===== src/rtl/branch_sched.sv =====
// Branch resolution sequencer: latches an RV32I branch, drives a shared external
// comparator, then hands back the taken flag and next PC with running statistics.
module branch_sched #(
  parameter int WIDTH_DATA_LENGTH = 32,
  parameter int CNT_WIDTH         = 16
) (
  input  logic                         clk,
  input  logic                         rst,
  input  logic                         req_valid,
  output logic                         req_ready,
  input  logic [2:0]                   req_funct3,
  input  logic [WIDTH_DATA_LENGTH-1:0] req_rs1,
  input  logic [WIDTH_DATA_LENGTH-1:0] req_rs2,
  input  logic [WIDTH_DATA_LENGTH-1:0] req_pc,
  input  logic [WIDTH_DATA_LENGTH-1:0] req_imm,
  output logic [WIDTH_DATA_LENGTH-1:0] cmp_A,
  output logic [WIDTH_DATA_LENGTH-1:0] cmp_B,
  output logic                         cmp_BrUn,
  input  logic                         cmp_BrEq,
  input  logic                         cmp_BrLT,
  output logic                         rsp_valid,
  input  logic                         rsp_ready,
  output logic                         rsp_taken,
  output logic [WIDTH_DATA_LENGTH-1:0] rsp_target,
  output logic                         rsp_illegal,
  output logic [CNT_WIDTH-1:0]         br_cnt,
  output logic [CNT_WIDTH-1:0]         taken_cnt
);

  typedef enum logic [1:0] {IDLE, COMPARE, RESULT} stateType;

  stateType                     state;
  logic [2:0]                   funct3Q;
  logic [WIDTH_DATA_LENGTH-1:0] rs1Q, rs2Q, pcQ, immQ;
  logic                         takenQ, illegalQ;
  logic [WIDTH_DATA_LENGTH-1:0] targetQ;
  logic [CNT_WIDTH-1:0]         brCount, takenCount;

  logic                         takenNext, illegalNext;
  logic [WIDTH_DATA_LENGTH-1:0] targetNext;

  // funct3[1] separates the signed (BLT/BGE) and unsigned (BLTU/BGEU) pairs.
  assign cmp_A    = rs1Q;
  assign cmp_B    = rs2Q;
  assign cmp_BrUn = funct3Q[1];

  always_comb begin
    takenNext   = 1'b0;
    illegalNext = 1'b0;
    case (funct3Q)
      3'b000:         takenNext   = cmp_BrEq;
      3'b001:         takenNext   = !cmp_BrEq;
      3'b100, 3'b110: takenNext   = cmp_BrLT;
      3'b101, 3'b111: takenNext   = !cmp_BrLT;
      default:        illegalNext = 1'b1;
    endcase
  end

  assign targetNext = takenNext ? (pcQ + immQ) : (pcQ + WIDTH_DATA_LENGTH'(4));

  always_ff @(posedge clk) begin
    if (rst) begin
      state      <= IDLE;
      funct3Q    <= '0;
      rs1Q       <= '0;
      rs2Q       <= '0;
      pcQ        <= '0;
      immQ       <= '0;
      takenQ     <= 1'b0;
      illegalQ   <= 1'b0;
      targetQ    <= '0;
      brCount    <= '0;
      takenCount <= '0;
    end else begin
      case (state)
        IDLE: begin
          if (req_valid) begin
            funct3Q <= req_funct3;
            rs1Q    <= req_rs1;
            rs2Q    <= req_rs2;
            pcQ     <= req_pc;
            immQ    <= req_imm;
            state   <= COMPARE;
          end
        end
        COMPARE: begin
          takenQ   <= takenNext;
          illegalQ <= illegalNext;
          targetQ  <= targetNext;
          state    <= RESULT;
        end
        RESULT: begin
          // Statistics only count legal branches, and only once they are consumed.
          if (rsp_ready) begin
            if (!illegalQ) begin
              brCount <= brCount + CNT_WIDTH'(1);
              if (takenQ) takenCount <= takenCount + CNT_WIDTH'(1);
            end
            state <= IDLE;
          end
        end
        default: state <= IDLE;
      endcase
    end
  end

  assign req_ready   = (state == IDLE);
  assign rsp_valid   = (state == RESULT);
  assign rsp_taken   = takenQ;
  assign rsp_target  = targetQ;
  assign rsp_illegal = illegalQ;
  assign br_cnt      = brCount;
  assign taken_cnt   = takenCount;

endmodule


===== config.mk =====
export PLATFORM = sky130hd
export DESIGN_NAME = branch_sched
export DESIGN_NICKNAME = d
export VERILOG_FILES = /design/src/rtl/branch_sched.sv
export SDC_FILE = /design/constraint.sdc
export NUM_CORES = 1
export LEC_CHECK = 0
export ABC_AREA = 0
export CAP_MARGIN = 20
export CORE_MARGIN = 1
export CORE_UTILIZATION = 52
export DETAILED_ROUTE_END_ITERATION = 10
export GPL_TIMING_DRIVEN = 0
export PLACE_DENSITY = 0.84
export SYNTH_ARGS = -nofsm -noshare
export SYNTH_HDL_FRONTEND = slang
export SYNTH_SLANG_ARGS = --single-unit

===== constraint.sdc =====
create_clock -name clk -period 5.8 [get_ports clk]
set_clock_uncertainty 0.05 [all_clocks]
set_input_delay 0.58 -clock clk [delete_from_list [all_inputs] [get_ports clk]]
set_output_delay 0.58 -clock clk [all_outputs]
set_load 0.01 [all_outputs]

==> run_results.csv <==
group,metric,value,unit
power_and_ir_drop,power_density,259,nW/um^2
timing,fin_ws,2.47,ns
clock_network,cts_inserted_buffers,17,
worst_setup_path,endpoint,"rsp_target[26]$_SDFFE_PP0N_",
timing,finalMaxSlewViolations,0,
timing,setup_violations,0,
worst_setup_path,startpoint,"pcQ[0]$_SDFFE_PP0P_",
yosys,synth_fa_ha_area_share,4.68,%
routing,drt-total-wl,30200,um
status,outcome,"finished, final reports clean",
yosys,syn_inst,1236,
worst_setup_path,end_kind,"flip-flop",
global_routing,grt_pass1_vias,9048,
floorplanning,die_h,137,um
routing,via_per_inst,5.47,
clock_network,tritoncts,"done",
hold_path,hp-class,"flip-flop to flip-flop",
yosys,ys_ff_latch,199,
floorplanning,die_area,18800,um^2
yosys,synth_top_family_by_area,"simple AND/OR/NAND/NOR gates",
timing,hold_viol,0,
layout,regArea,3980,um^2
clock_network,root_buffer,"clkbuf_16",
place,place_area,12500,um^2
global_routing,antenna_found_initial,0,
routing,wl_per_cell,17.1,um
worst_setup_path,reg2reg_to,"rsp_target[26]$_SDFFE_PP0N_",
floorplanning,num_rows,49,
timing,slew_headroom,45.9,%
layout,stdcell_count,1766,
worst_setup_path,crit_family,"compound AO/OA/AOI/OAI gates",
place,gp_congestion,0.925,
floorplanning,initial_core_util,52.9,%
power_and_ir_drop,power.total,3.39,mW
routing,drt-initial-drc-count,570,
timing,tns,0,ns
place,dp.cells,1734,
worst_setup_path,cp-start-kind,"flip-flop",
layout,nets,1696,
layout,fin_util,73.0,%
layout,final_common_cell,"nand2_1",
yosys,synth_xor_area_share,6.17,%
routing,antenna_left,0,
layout,area_delta_synth_final,37.9,%
power_and_ir_drop,leakagePower,4.95,nW
clock_network,cts_setup_buffers,0,
clock_network,cts_resized,0,
place,io_buffers,268,
layout,final_cell_mix,"nand2_1, clkdlybuf4s50_1, dfxtp_1",
global_routing,track_usage,32.2,%
worst_setup_path,crit_type,"flip-flop to flip-flop",
yosys,ys.flop_type,"dfxtp_1",
layout,diodes,0,
worst_setup_path,required,6.04,ns
floorplanning,core_area,18000,um^2
worst_setup_path,worstPathArrival,3.57,ns
floorplanning,io_pins,270,
worst_setup_path,path_buf_inv,0,
floorplanning,die_x,137,um
routing,drc,0,
routing,vias,9668,
power_and_ir_drop,max-vdd-ir-drop,0.000207,V
clock_network,insertion_delay,0.44,ns
timing,fin_crit,3.33,ns
yosys,synth_nets,1408,
global_routing,grt_max_degree,19,
yosys,muxShareOfSynthArea,0.329,%
clock_network,h-tree-depth,4,
clock_network,hold_buffers,0,
clock_network,clock-sinks,199,
routing,firstDrtPassIters,5,
run,cap_violations,0,
timing,worst_hold_slack,0.404,ns
layout,fillers,1469,
yosys,synth_area,9510,um^2
worst_setup_path,slowest_stage,"a211oi_2",
timing,rsz0062_at_grt,"no",
layout,finalInstanceArea,13100,um^2
layout,multi_input_area,5220,um^2
yosys,ys_warn_count,0,
worst_setup_path,crit_path_max_fanout,4,
yosys,synth-simple-area-share,24.3,%
clock_network,clk_pin_slew,0.08,ns
worst_setup_path,reg2reg_depth,11,
worst_setup_path,cpPeakStageDelay,0.49,ns
yosys,ys_seq_area_share,41.9,%
global_routing,grt_pass1_wl,46600,um
yosys,synth_cell_type_count,65,
worst_setup_path,r2r-start,"pcQ[0]$_SDFFE_PP0P_",
timing,period_share,57.4,%
worst_setup_path,rrSetupSlack,2.47,ns
place,hpwl,23300,um
worst_setup_path,crit_cells,11,
clock_network,cts_buffer_depth,2,
timing,worstMarginPinSlew,0.811,ns
place,pre_cts_ws,2.45,ns
yosys,synth-edff-count,0,
yosys,synth-compound-area-share,19.4,%
worst_setup_path,crit_chain,"ha_1 -> fa_1 -> a21oi_1 -> nand4b_1 -> a21boi_2 -> a211oi_2 -> o211ai_1 -> a31oi_1 -> xnor2_1 -> a211oi_1 -> nor3_1",
timing,fmax,300,MHz
layout,drive_gt1_share,3.12,%
yosys,syn_avg_cell_area,7.69,um^2
yosys,async_reset_ff_share,0,%
global_routing,grt_overflow,0,
[layout make-up]
cell class,instances,area share (%)
Buffer,69,2.00
Clock buffer,18,3.35
Clock inverter,14,1.43
Inverter,11,0.315
Multi-Input combinational cell,957,39.8
Sequential cell,199,30.4
Tap cell,229,2.19
Timing Repair Buffer,269,20.5
[power breakdown]
part	switching [mW]	internal, mW	total (mW)	leakage, nW
Clock	0.561	0.704	1.27	0.292
Combinational	0.344	0.285	0.629	3.03
Sequential	0.0580	1.44	1.50	1.63
Total	0.963	2.43	3.39	4.95
[worst min-delay path by stage]
stage	slack, ns	start	depth (start not counted)	to
6_report	0.40	cmp_A[26]$_SDFFE_PP0P_	2	cmp_A[26]$_SDFFE_PP0P_
3_5_place_dp	0.40	cmp_B[12]$_SDFFE_PP0P_	2	cmp_B[12]$_SDFFE_PP0P_
3_3_place_gp	0.39	rsp_target[2]$_SDFFE_PP0N_	2	rsp_target[2]$_SDFFE_PP0N_
5_1_grt	0.43	rsp_target[6]$_SDFFE_PP0N_	2	rsp_target[6]$_SDFFE_PP0N_
2_1_floorplan	0.39	immQ[0]$_SDFFE_PP0P_	2	immQ[0]$_SDFFE_PP0P_
4_1_cts	0.41	cmp_B[12]$_SDFFE_PP0P_	2	cmp_B[12]$_SDFFE_PP0P_
[cell usage after synthesis (4+ instances only)]
cell type | count | area [um^2]
nand3_1 | 20 | 100
nor2_1 | 82 | 308
o21ai_0 | 28 | 140
a311oi_1 | 6 | 52.6
o211ai_1 | 11 | 82.6
and4_1 | 5 | 43.8
inv_1 | 11 | 41.3
o21ai_1 | 11 | 55.1
a21oi_1 | 187 | 936
nor3_1 | 23 | 115
nand4_1 | 16 | 100
xnor2_1 | 29 | 254
xor2_1 | 38 | 333
clkbuf_1 | 67 | 251
nor2b_1 | 5 | 31.3
and3_1 | 16 | 100
a211oi_1 | 16 | 120
nand2b_1 | 5 | 31.3
o21a_1 | 6 | 45.0
or3_1 | 11 | 68.8
a31oi_1 | 7 | 43.8
ha_1 | 34 | 425
a21o_1 | 12 | 90.1
dfxtp_1 | 199 | 3980
nand2_1 | 338 | 1270
and2_1 | 4 | 25.0
[tightest hold or removal path, delay by kind of cell, from the launching register on]
kind / cells / cell delay (ns)
compound gates: 1 / 0.05
simple gates: 1 / 0.05
flops: 1 / 0.31
[layer usage]
metal	vias up	GRT usage, %	share of wire [%]
li1	4819	-	-
met1	4446	41.5	43
met4	0	10.8	1.9
met5	-	0	0
met3	39	7.25	8.0
met2	364	53.2	47
[flip-flops by register name, summed over array words and instances, names as in the netlist]
name	flops
rsp_illegal	1
cmp_B	32
immQ	32
cmp_A	32
state	2
rsp_target	32
funct3Q	3
pcQ	32
rsp_taken	1
br_cnt	16
taken_cnt	16
[logic make-up after synthesis]
| group | Yosys count |
|---|---|
| simple gates | 539 |
| compound gates | 313 |
| flops | 199 |
| buf+inv | 80 |
| xor+xnor | 67 |
| fa+ha+maj | 35 |
| mux | 3 |
(Power assumes the default switching activity.)
